### config.mk
export PLATFORM = sky130hd
export DESIGN_NAME = midi_note_rx
export DESIGN_NICKNAME = d
export VERILOG_FILES = /design/src/rtl/midi_note_rx.sv
export SDC_FILE = /design/constraint.sdc
export NUM_CORES = 1
export LEC_CHECK = 0
export CORE_MARGIN = 8
export CORE_UTILIZATION = 35
export CTS_CLUSTER_DIAMETER = 60
export DETAILED_ROUTE_END_ITERATION = 7
export GPL_ROUTABILITY_DRIVEN = 0
export MAX_ROUTING_LAYER = met4
export PLACE_DENSITY_LB_ADDON = 0.08
export SETUP_SLACK_MARGIN = 0.05
export SLEW_MARGIN = 10
export SYNTH_ARGS = -nofsm -noshare
export SYNTH_HDL_FRONTEND = slang
export SYNTH_SLANG_ARGS = --single-unit
### constraint.sdc
create_clock -name clk -period 3.4 [get_ports clk]
set_input_delay 1.02 -clock clk [delete_from_list [all_inputs] [get_ports clk]]
set_output_delay 1.02 -clock clk [all_outputs]
set_load 0.05 [all_outputs]
### src/rtl/midi_note_rx.sv
// ============================================================================
// midi_note_rx : 8N1 MIDI receiver and single-channel Note On/Off decoder
// Revision     : 1.0
// ============================================================================
`default_nettype none

module midi_note_rx #(
  parameter int CLK_HZ  = 50_000_000,
  parameter int BAUD    = 31250,
  parameter int CHANNEL = 0
) (
  input  logic       clk,
  input  logic       rst_n,
  input  logic       midi_in,
  output logic [7:0] note,
  output logic [6:0] velocity,
  output logic       gate,
  output logic       note_strobe,
  output logic       frame_err
);

  localparam int DIV  = CLK_HZ / BAUD;
  localparam int HALF = DIV / 2;
  localparam int CW   = $clog2(DIV);
  localparam logic [CW-1:0] CNT_HALF = CW'(HALF - 1);
  localparam logic [CW-1:0] CNT_FULL = CW'(DIV - 1);
  localparam logic [3:0]    CH       = 4'(CHANNEL);

  localparam logic [1:0] RX_IDLE  = 2'd0;
  localparam logic [1:0] RX_START = 2'd1;
  localparam logic [1:0] RX_DATA  = 2'd2;
  localparam logic [1:0] RX_STOP  = 2'd3;

  localparam logic [1:0] P_NONE = 2'd0;
  localparam logic [1:0] P_D1   = 2'd1;
  localparam logic [1:0] P_D2   = 2'd2;

  localparam logic [1:0] K_ON    = 2'd0;
  localparam logic [1:0] K_OFF   = 2'd1;
  localparam logic [1:0] K_SKIP1 = 2'd2;
  localparam logic [1:0] K_SKIP2 = 2'd3;

  logic          sync1, sync2, prev_s;
  logic [1:0]    rx_state;
  logic [CW-1:0] cnt;
  logic [2:0]    bit_cnt;
  logic [7:0]    shift;
  logic          byte_valid;

  logic [1:0]    p_state;
  logic [1:0]    kind;
  logic [6:0]    d1;

  // Synchronizer and edge-history flops reset high so reset release never looks like a start edge.
  always_ff @(posedge clk or negedge rst_n) begin
    if (!rst_n) begin
      sync1      <= 1'b1;
      sync2      <= 1'b1;
      prev_s     <= 1'b1;
      rx_state   <= RX_IDLE;
      cnt        <= '0;
      bit_cnt    <= 3'd0;
      shift      <= 8'd0;
      byte_valid <= 1'b0;
      frame_err  <= 1'b0;
    end else begin
      sync1      <= midi_in;
      sync2      <= sync1;
      prev_s     <= sync2;
      byte_valid <= 1'b0;
      frame_err  <= 1'b0;
      case (rx_state)
        RX_IDLE: begin
          if (prev_s && !sync2) begin
            rx_state <= RX_START;
            cnt      <= '0;
            bit_cnt  <= 3'd0;
          end
        end
        RX_START: begin
          if (cnt == CNT_HALF) begin
            cnt      <= '0;
            rx_state <= sync2 ? RX_IDLE : RX_DATA;
          end else begin
            cnt <= cnt + 1'b1;
          end
        end
        RX_DATA: begin
          if (cnt == CNT_FULL) begin
            cnt     <= '0;
            shift   <= {sync2, shift[7:1]};
            bit_cnt <= bit_cnt + 3'd1;
            if (bit_cnt == 3'd7) rx_state <= RX_STOP;
          end else begin
            cnt <= cnt + 1'b1;
          end
        end
        default: begin
          if (cnt == CNT_FULL) begin
            cnt      <= '0;
            rx_state <= RX_IDLE;
            if (sync2) byte_valid <= 1'b1;
            else       frame_err  <= 1'b1;
          end else begin
            cnt <= cnt + 1'b1;
          end
        end
      endcase
    end
  end

  always_ff @(posedge clk or negedge rst_n) begin
    if (!rst_n) begin
      p_state     <= P_NONE;
      kind        <= K_SKIP2;
      d1          <= 7'd0;
      note        <= 8'd0;
      velocity    <= 7'd0;
      gate        <= 1'b0;
      note_strobe <= 1'b0;
    end else begin
      note_strobe <= 1'b0;
      if (byte_valid) begin
        if (shift[7]) begin
          // Real-time bytes (F8-FF) fall through untouched.
          if (shift[7:3] != 5'b11111) begin
            if (shift[7:4] == 4'hF) begin
              p_state <= P_NONE;
            end else begin
              p_state <= P_D1;
              if (shift == {4'h8, CH})                          kind <= K_OFF;
              else if (shift == {4'h9, CH})                     kind <= K_ON;
              else if (shift[7:4] == 4'hC || shift[7:4] == 4'hD) kind <= K_SKIP1;
              else                                               kind <= K_SKIP2;
            end
          end
        end else begin
          case (p_state)
            P_D1: begin
              d1      <= shift[6:0];
              p_state <= (kind == K_SKIP1) ? P_D1 : P_D2;
            end
            P_D2: begin
              p_state <= P_D1;
              if (kind == K_ON && shift[6:0] != 7'd0) begin
                note        <= {1'b0, d1};
                velocity    <= shift[6:0];
                gate        <= 1'b1;
                note_strobe <= 1'b1;
              end else if (kind == K_ON || kind == K_OFF) begin
                if (gate && d1 == note[6:0]) gate <= 1'b0;
              end
            end
            default: ;
          endcase
        end
      end
    end
  end

endmodule

`default_nettype wire
# Word level (Yosys, flattened, before mapping)

Cells that the tools add are included.

Register bits: 56
Output and inout port bits: 18
Logic and storage cells: 99

$add $sub $neg: 2
Equal/unequal tests: 21
Multiplexer cells: 35
Bitwise logic cells: 2
Reductions and logical operators: 23

Operator list:

| cell                  | number |
|---|---|
| $mux 11               | 3 |
| $mux 2                | 11 |
| $pmux 11 s2           | 1 |
| $eq 8x8->1 const B    | 2 |
| $mux 1                | 15 |
| $eq 4x4->1 const B    | 3 |
| $add 11x1->11 const B | 1 |
| $eq 11x10->1 const B  | 1 |
| $eq 11x11->1 const B  | 1 |
| $reduce_and 5->1      | 2 |
| $reduce_and 3->1      | 3 |
| $ne 2x2->1 const B    | 4 |
| $reduce_and 4->1      | 2 |
| $eq 7x7->1            | 1 |
| $reduce_bool 7->1     | 1 |
| $eq 2x1->1 const B    | 3 |
| $eq 2x2->1 const B    | 3 |
| $mux 3                | 2 |
| $pmux 2 s3            | 1 |
| $pmux 3 s2            | 1 |
| $reduce_bool 2->1     | 3 |
| $reduce_bool 3->1     | 2 |
| $ne 5x5->1 const B    | 1 |
| $logic_not 2->1       | 2 |
| other kinds (10)      | 14 |

# Longest topological paths before layout

Gate-level depths: netlist of run 1.

Word-level depth: 6
Depth in mapped cells: 6
Mapped depth without buffers: 5

# Worst setup path before layout of run 1

OpenSTA, ideal clock, no wires.

Path kind: reg2reg
Start: register cnt[0]
End: register shift[3]
Library setup time: 0.125 ns
Data arrival time: 1.699 ns
Required time: 3.275 ns
Path slack: 1.575 ns
Stages on the path, launching flop included: 6
Cells stage by stage: dfrtp_1 -> ha_1 -> nand3_2 -> nor4b_4 -> nand2_4 -> mux2_4

Word-level cells in the longest chain between the ends: 2

Ends and longest elaborated chain:

| element                           | line | source |
|---|---|---|
| start: declaration                | 45   | `logic [CW-1:0] cnt;` |
| start signal: assignment          | 85   | `cnt <= cnt + 1'b1;` |
| start signal: assignment          | 95   | `cnt <= cnt + 1'b1;` |
| start signal: assignment          | 105  | `cnt <= cnt + 1'b1;` |
| $eq 11x11->1                      | 89   | `if (cnt == CNT_FULL) begin` |
| $reduce_and 2->1 (no source line) | --   |  |
| end signal: assignment            | 91   | `shift <= {sync2, shift[7:1]};` |
| end: declaration                  | 47   | `logic [7:0] shift;` |

No other way between the ends.
A chain may end at the register's enable or synchronous reset.

# Worst setup path in the final report of run 1

Start: register note[5]
End: output port note[5]

RTL lines:

| element                  | line | source |
|---|---|---|
| start: declaration       | 15   | `output logic [7:0] note,` |
| start signal: assignment | 146  | `note <= {1'b0, d1};` |

No word-level cell between the ends.

==> reports/metrics.yaml, run 1 <==
run_status:
  status: "finished, final reports clean"
floorplanning:
  die_h_um: 103
  fp.dieW_um: 103
  dieArea_um2: 10500
  io_pins: 21
  num_rows: 31
  initial_utilization: 0.361
  fp.coreArea_um2: 7250
clock_tree:
  cts_tree: "built"
  cts_sinks: 56
  postCtsHoldBufs: 0
  cts-root-buf: "clkbuf_8"
  cts_resized: 0
  clock_latency_ns: 0.30
  cts_buffers: 5
  clockBufferDepth: 2
  htree_num_levels: 2
  post_cts_buffers: 0
  path_clk_slew_ns: 0.10
timing:
  setup_tns_ns: 0
  maxSlewViolCount: 0
  rsz0062_at_grt: "no"
  timing_hold_violations_final: 0
  fmax_mhz: 397
  clock_skew_ns: 0.00621
  fin_crit_ns: 2.52
  relSlewSlack: 0.469
  finalSetupViolations: 0
  fin_crit_sh: 0.741
  worst_slew_pin_slew_ns: 0.794
  fin_ws_ns: 0.881
setup_path:
  critPathKind: "reg -> out"
  rrSetupSlack_ns: 1.27
  crit_slowest_cell: "clkdlybuf4s50_1"
  end_kind: "output port"
  critPathRequiredTime_ns: 2.38
  path_buf_inv: 1
  worstPathCellList: "clkdlybuf4s50_1"
  crit_family: "buffers and inverters"
  worst_ep_arrival_time_ns: 1.50
  cp_max_fo: 3
  crit_path_max_incr_delay_ns: 0.81
  start_kind: "flop"
logic_synthesis:
  ys_types: 50
  synth.area.top_cells: "dfrtp_1 49%, mux2_2 9.9%, dfstp_2 5.0%, mux2_4 4.6%, nand2_1 3.0%"
  synth_edf_count: 0
  synth_async_sr_flop_share: 1.00
  synth-main-ff-cell: "dfrtp_1"
  ys_warn_count: 0
  netlist_instances: 218
  synth-seq-cells: 56
  syn_area_per_cell_um2: 12.0
  synth_nets: 224
  synth_top_area_share: 0.487
  yosysSeqAreaShare: 0.538
  synth_area_um2: 2620
  yosys.area.top_type: "dfrtp_1"
power_and_ir_drop:
  ir_worst_vdd_v: 0.000237
  powerDensity_nw_per_um2: 427
  p_total_mw: 1.28
  power_leakage_nw: 1.38
cells_and_area:
  layout.cells.non_filler: 340
  syn_to_final_growth_pct: 14.7
  final_nets: 246
  antennaDiodeCount: 0
  mostFrequentLayoutCells: "51 x dfrtp_1, 23 x mux2_2, 21 x nand2_1"
  layout-drive-gt1-share: 0.228
  layout_commonest_cell: "dfrtp_1"
placed_design:
  pre_cts_ws_ns: 1.20
  dp_hpwl_um: 3360
  dp_cells: 332
  port_buffers: 19
global_route:
  track_usage: 0.107
  grt_overflow: 0
  antenna_found_initial: 0
  grt_max_degree: 57
  grt_pass1_wl_um: 8760
  grt_pass1_vias: 1776
drt:
  ant_nets: 0
  via_count: 1717
  dr.pass1.iters: 4
  wl_met1_um: 2340
  dr_wl_met2_um: 2310
  highest_layer: "met4"
  routed_wirelength_um: 4950
  wl_met3_um: 245
  drc: 0
  drtIter0Drc: 78
  routedWlPerCell_um: 14.6
  avgViaCountPerCell: 5.05
run:
  drv_cap: 0
hold_path:
  hp-class: "reg -> reg"
==> area by class of cell <==
| class | instances | area [um^2] |
|---|---|---|
| Fill cell | 695 | 4250 |
| Sequential cell | 56 | 1410 |
| Multi-Input combinational cell | 148 | 1130 |
| Timing Repair Buffer | 21 | 200 |
| Tap cell | 99 | 124 |
| Clock buffer | 6 | 72.6 |
| Clock inverter | 2 | 35.0 |
| Inverter | 8 | 30.0 |
==> path summary, 6_finish.rpt <==
| check | depth (start not counted) | to | startpoint |
|---|---|---|---|
| setup / recovery | 1 | note[5] | note[5]$_DFFE_PN0P_ |
| hold / removal | 0 | sync2$_DFF_PN1_ | sync1$_DFF_PN1_ |
| setup reg to reg | 5 | shift[1]$_DFFE_PN0P_ | cnt[0]$_DFFE_PN0P_ |
| hold reg to reg | 0 | sync2$_DFF_PN1_ | sync1$_DFF_PN1_ |
| max in group asynchronous | 2 | cnt[6]$_DFFE_PN0P_ | rst_n |
| min in group asynchronous | 2 | note_strobe$_DFF_PN0_ | rst_n |
==> metrics by stage <==
stage	utilization	hold WS, ns	instance area, um^2
finish	0.414	0.361	3000
global route	0.414	0.371	3000
CTS	0.414	0.363	3000
detailed placement	0.399	0.349	2900
global placement	0.399	0.346	2900
floorplan	-	0.345	2620
==> cells in the mapped netlist, types with 4 or more instances <==
library cell	count
o21ai_0	7
dfstp_2	5
nand2_1	21
dfrtp_1	51
nor2b_1	4
mux2_2	23
xnor2_1	7
o211ai_1	4
nand3_1	11
nor2_1	10
nand4_1	4
mux2_4	8
inv_1	8
a21oi_1	5
==> state kept, by name (all words and copies together) (netlist names) <==
name and count:
prev_s 1, cnt 11, bit_cnt 3, p_state 2
shift 8, rx_state 2, kind 2, gate 1
byte_valid 1, note_strobe 1, sync2 1, d1 7
note 7, frame_err 1, velocity 7, sync1 1
==> layer usage <==
layer	vias up	global-route usage
met5	-	-
met4	0	0.0384
met3	4	0.0236
met2	38	0.172
met1	845	0.128
li1	830	-
==> logic make-up after synthesis <==
| logic type | count (synthesis) | share of synthesized area |
|---|---|---|
| buf+inv | 14 | 0.0291 |
| xor+xnor | 9 | 0.0301 |
| simple gates | 72 | 0.158 |
| mux | 31 | 0.145 |
| other cells | 1 | 0.00143 |
| compound gates | 32 | 0.0846 |
| flops | 56 | 0.538 |
| fa+ha+maj | 3 | 0.0143 |
==> where the power goes <==
group | total [mW] | internal (mW) | switching [mW]
Clock | 0.426 | 0.219 | 0.207
Sequential | 0.757 | 0.704 | 0.0530
Combinational | 0.0991 | 0.0431 | 0.0560
Total | 1.28 | 0.966 | 0.316
(Power assumes the default switching activity.)
==> run 2: changes to the inputs <==
Clock period 3.4 ns to 2.2 ns, I/O delays scaled along.
==> run 2 against run 1 <==
  * Register-to-register slack got worse by 0.92 ns
  * Global-route usage grew 0.73 points
  * Clock skew rose by 0.00077 ns
  * Wire length up 2.8%
  * Flip-flop and latch count unchanged
  * Power grew 49%
  * Sequential power rose by 55%
  * First-iteration DRC count down 58%
  * Critical path depth unchanged
  * Critical path type unchanged
  * Largest cell class unchanged
==> reports/metrics.yaml, run 2 (same netlist as run 1, synthesis figures left out) <==
run_status:
  status: "finished, final reports clean"
timing:
  finalSetupViolations: 0
  fin_crit_ns: 1.90
  fin_ws_ns: 0.297
  relSlewSlack: 0.529
  maxSlewViolCount: 0
  setup_tns_ns: 0
  fin_crit_sh: 0.865
  clock_skew_ns: 0.00697
  timing_hold_violations_final: 0
  rsz0062_at_grt: "no"
  worst_slew_pin_slew_ns: 0.705
  fmax_mhz: 526
cells_and_area:
  syn_to_final_growth_pct: 16.1
  antennaDiodeCount: 0
  finalInstanceArea_um2: 3040
  largest_register: "cnt"
  layout_commonest_cell: "dfrtp_1"
  layout-drive-gt1-share: 0.279
  nFillCells: 718
  reg_top3: "cnt: 11 flops, shift: 8 flops"
  mostFrequentLayoutCells: "51 x dfrtp_1, 23 x mux2_2, 21 x nand2_1"
  largest_reg_flops: 11
  final_nets: 252
setup_path:
  crit_path_max_incr_delay_ns: 0.55
  critPathRequiredTime_ns: 1.54
  end_kind: "output port"
  worst_ep_arrival_time_ns: 1.24
  worstPathCellList: "dlygate4sd2_1"
  path_buf_inv: 1
  crit_family: "buffers and inverters"
  critPathKind: "reg -> out"
  start_kind: "flop"
  cp_max_fo: 3
  crit_slowest_cell: "dlygate4sd2_1"
drt:
  routedWlPerCell_um: 14.7
  routed_wirelength_um: 5090
  drtIter0Drc: 33
  ant_nets: 0
  avgViaCountPerCell: 4.87
  drc: 0
  via_count: 1684
  dr.pass1.iters: 4
power_and_ir_drop:
  ir_worst_vdd_v: 0.000293
  powerDensity_nw_per_um2: 626
  power_leakage_nw: 1.52
clock_tree:
  postCtsHoldBufs: 0
  path_clk_slew_ns: 0.11
  htree_num_levels: 2
  cts_buffers: 5
  cts_tree: "built"
  post_cts_buffers: 0
  clockBufferDepth: 2
  cts-root-buf: "clkbuf_8"
  clock_latency_ns: 0.31
  cts_sinks: 56
placed_design:
  port_buffers: 19
  pre_cts_ws_ns: 0.337
  placed_area_um2: 2950
  dp_hpwl_um: 3580
global_route:
  antenna_found_initial: 0
  grt_max_degree: 26
  grt_overflow: 0
  use_met1: 0.140
  track_usage: 0.114
  busiest_layer: "met2"
  grt_pass1_wl_um: 9020
  met2_usage: 0.178
  grtUsageMet3: 0.0297
  grt_pass1_vias: 1825
floorplanning:
  io_pins: 21
  die_h_um: 103
  initial_utilization: 0.361
  fp.coreArea_um2: 7250
  fp.dieW_um: 103
  dieArea_um2: 10500
  num_rows: 31
run:
  drv_cap: 0
hold_path:
  hp-class: "in -> async"
## run 2: layout make-up
cell class	instances	area, um^2	area share
multi-input combinational	148	1130	0.373
tap	99	124	0.0407
inverter	8	30.0	0.00988
clock buffer	5	68.8	0.0226
sequential	56	1410	0.463
clock inverter	3	23.8	0.00782
timing repair buffer	27	251	0.0827
## run 2: what timing repair did
item / CTS / global route
endpoints found under the hold margin: 0 / 0
setup endpoints to repair: 7 / 3
pin swaps: 0 / 0
resized for setup: 7 / 3
## run 2: power breakdown
| part | internal, mW | leakage, nW | switching (mW) |
|---|---|---|---|
| clock network | 0.226 | 0.0404 | 0.352 |
| registers | 1.09 | 0.750 | 0.0803 |
| logic | 0.0704 | 0.727 | 0.0871 |
## run 2: worst paths after layout
kind | slack [ns] | from | cells past startpoint | endpoint
worst min-delay path | 0.33 | rst_n | 1 | shift[2]$_DFFE_PN0P_
worst min register to register | 0.36 | sync1$_DFF_PN1_ | 0 | sync2$_DFF_PN1_
max in group asynchronous | 1.31 | rst_n | 2 | cnt[0]$_DFFE_PN0P_
min in group clk | 0.36 | sync1$_DFF_PN1_ | 0 | sync2$_DFF_PN1_
worst max-delay path | 0.30 | note[3]$_DFFE_PN0P_ | 1 | note[3]
worst max register to register | 0.35 | shift[1]$_DFFE_PN0P_ | 5 | note[1]$_DFFE_PN0P_
## run 2: through the flow
| stage | hold WS, ns | util | instances | total power, mW |
|---|---|---|---|---|
| 2_1_floorplan | 0.345 | - | 218 | 1.29 |
| 3_3_place_gp | 0.346 | 0.407 | 338 | 1.35 |
| 3_5_place_dp | 0.347 | 0.407 | 338 | 1.35 |
| 4_1_cts | 0.333 | 0.418 | 346 | 1.94 |
| 5_1_grt | 0.350 | 0.419 | 346 | 2.02 |
| 6_report | 0.326 | 0.419 | 346 | 1.90 |
## run 2: layer usage
metal  up-vias  share of wire
met5         -              0
met2        20           0.45
met1       817           0.49
met3         6          0.043
met4         0          0.015
li1        841              -
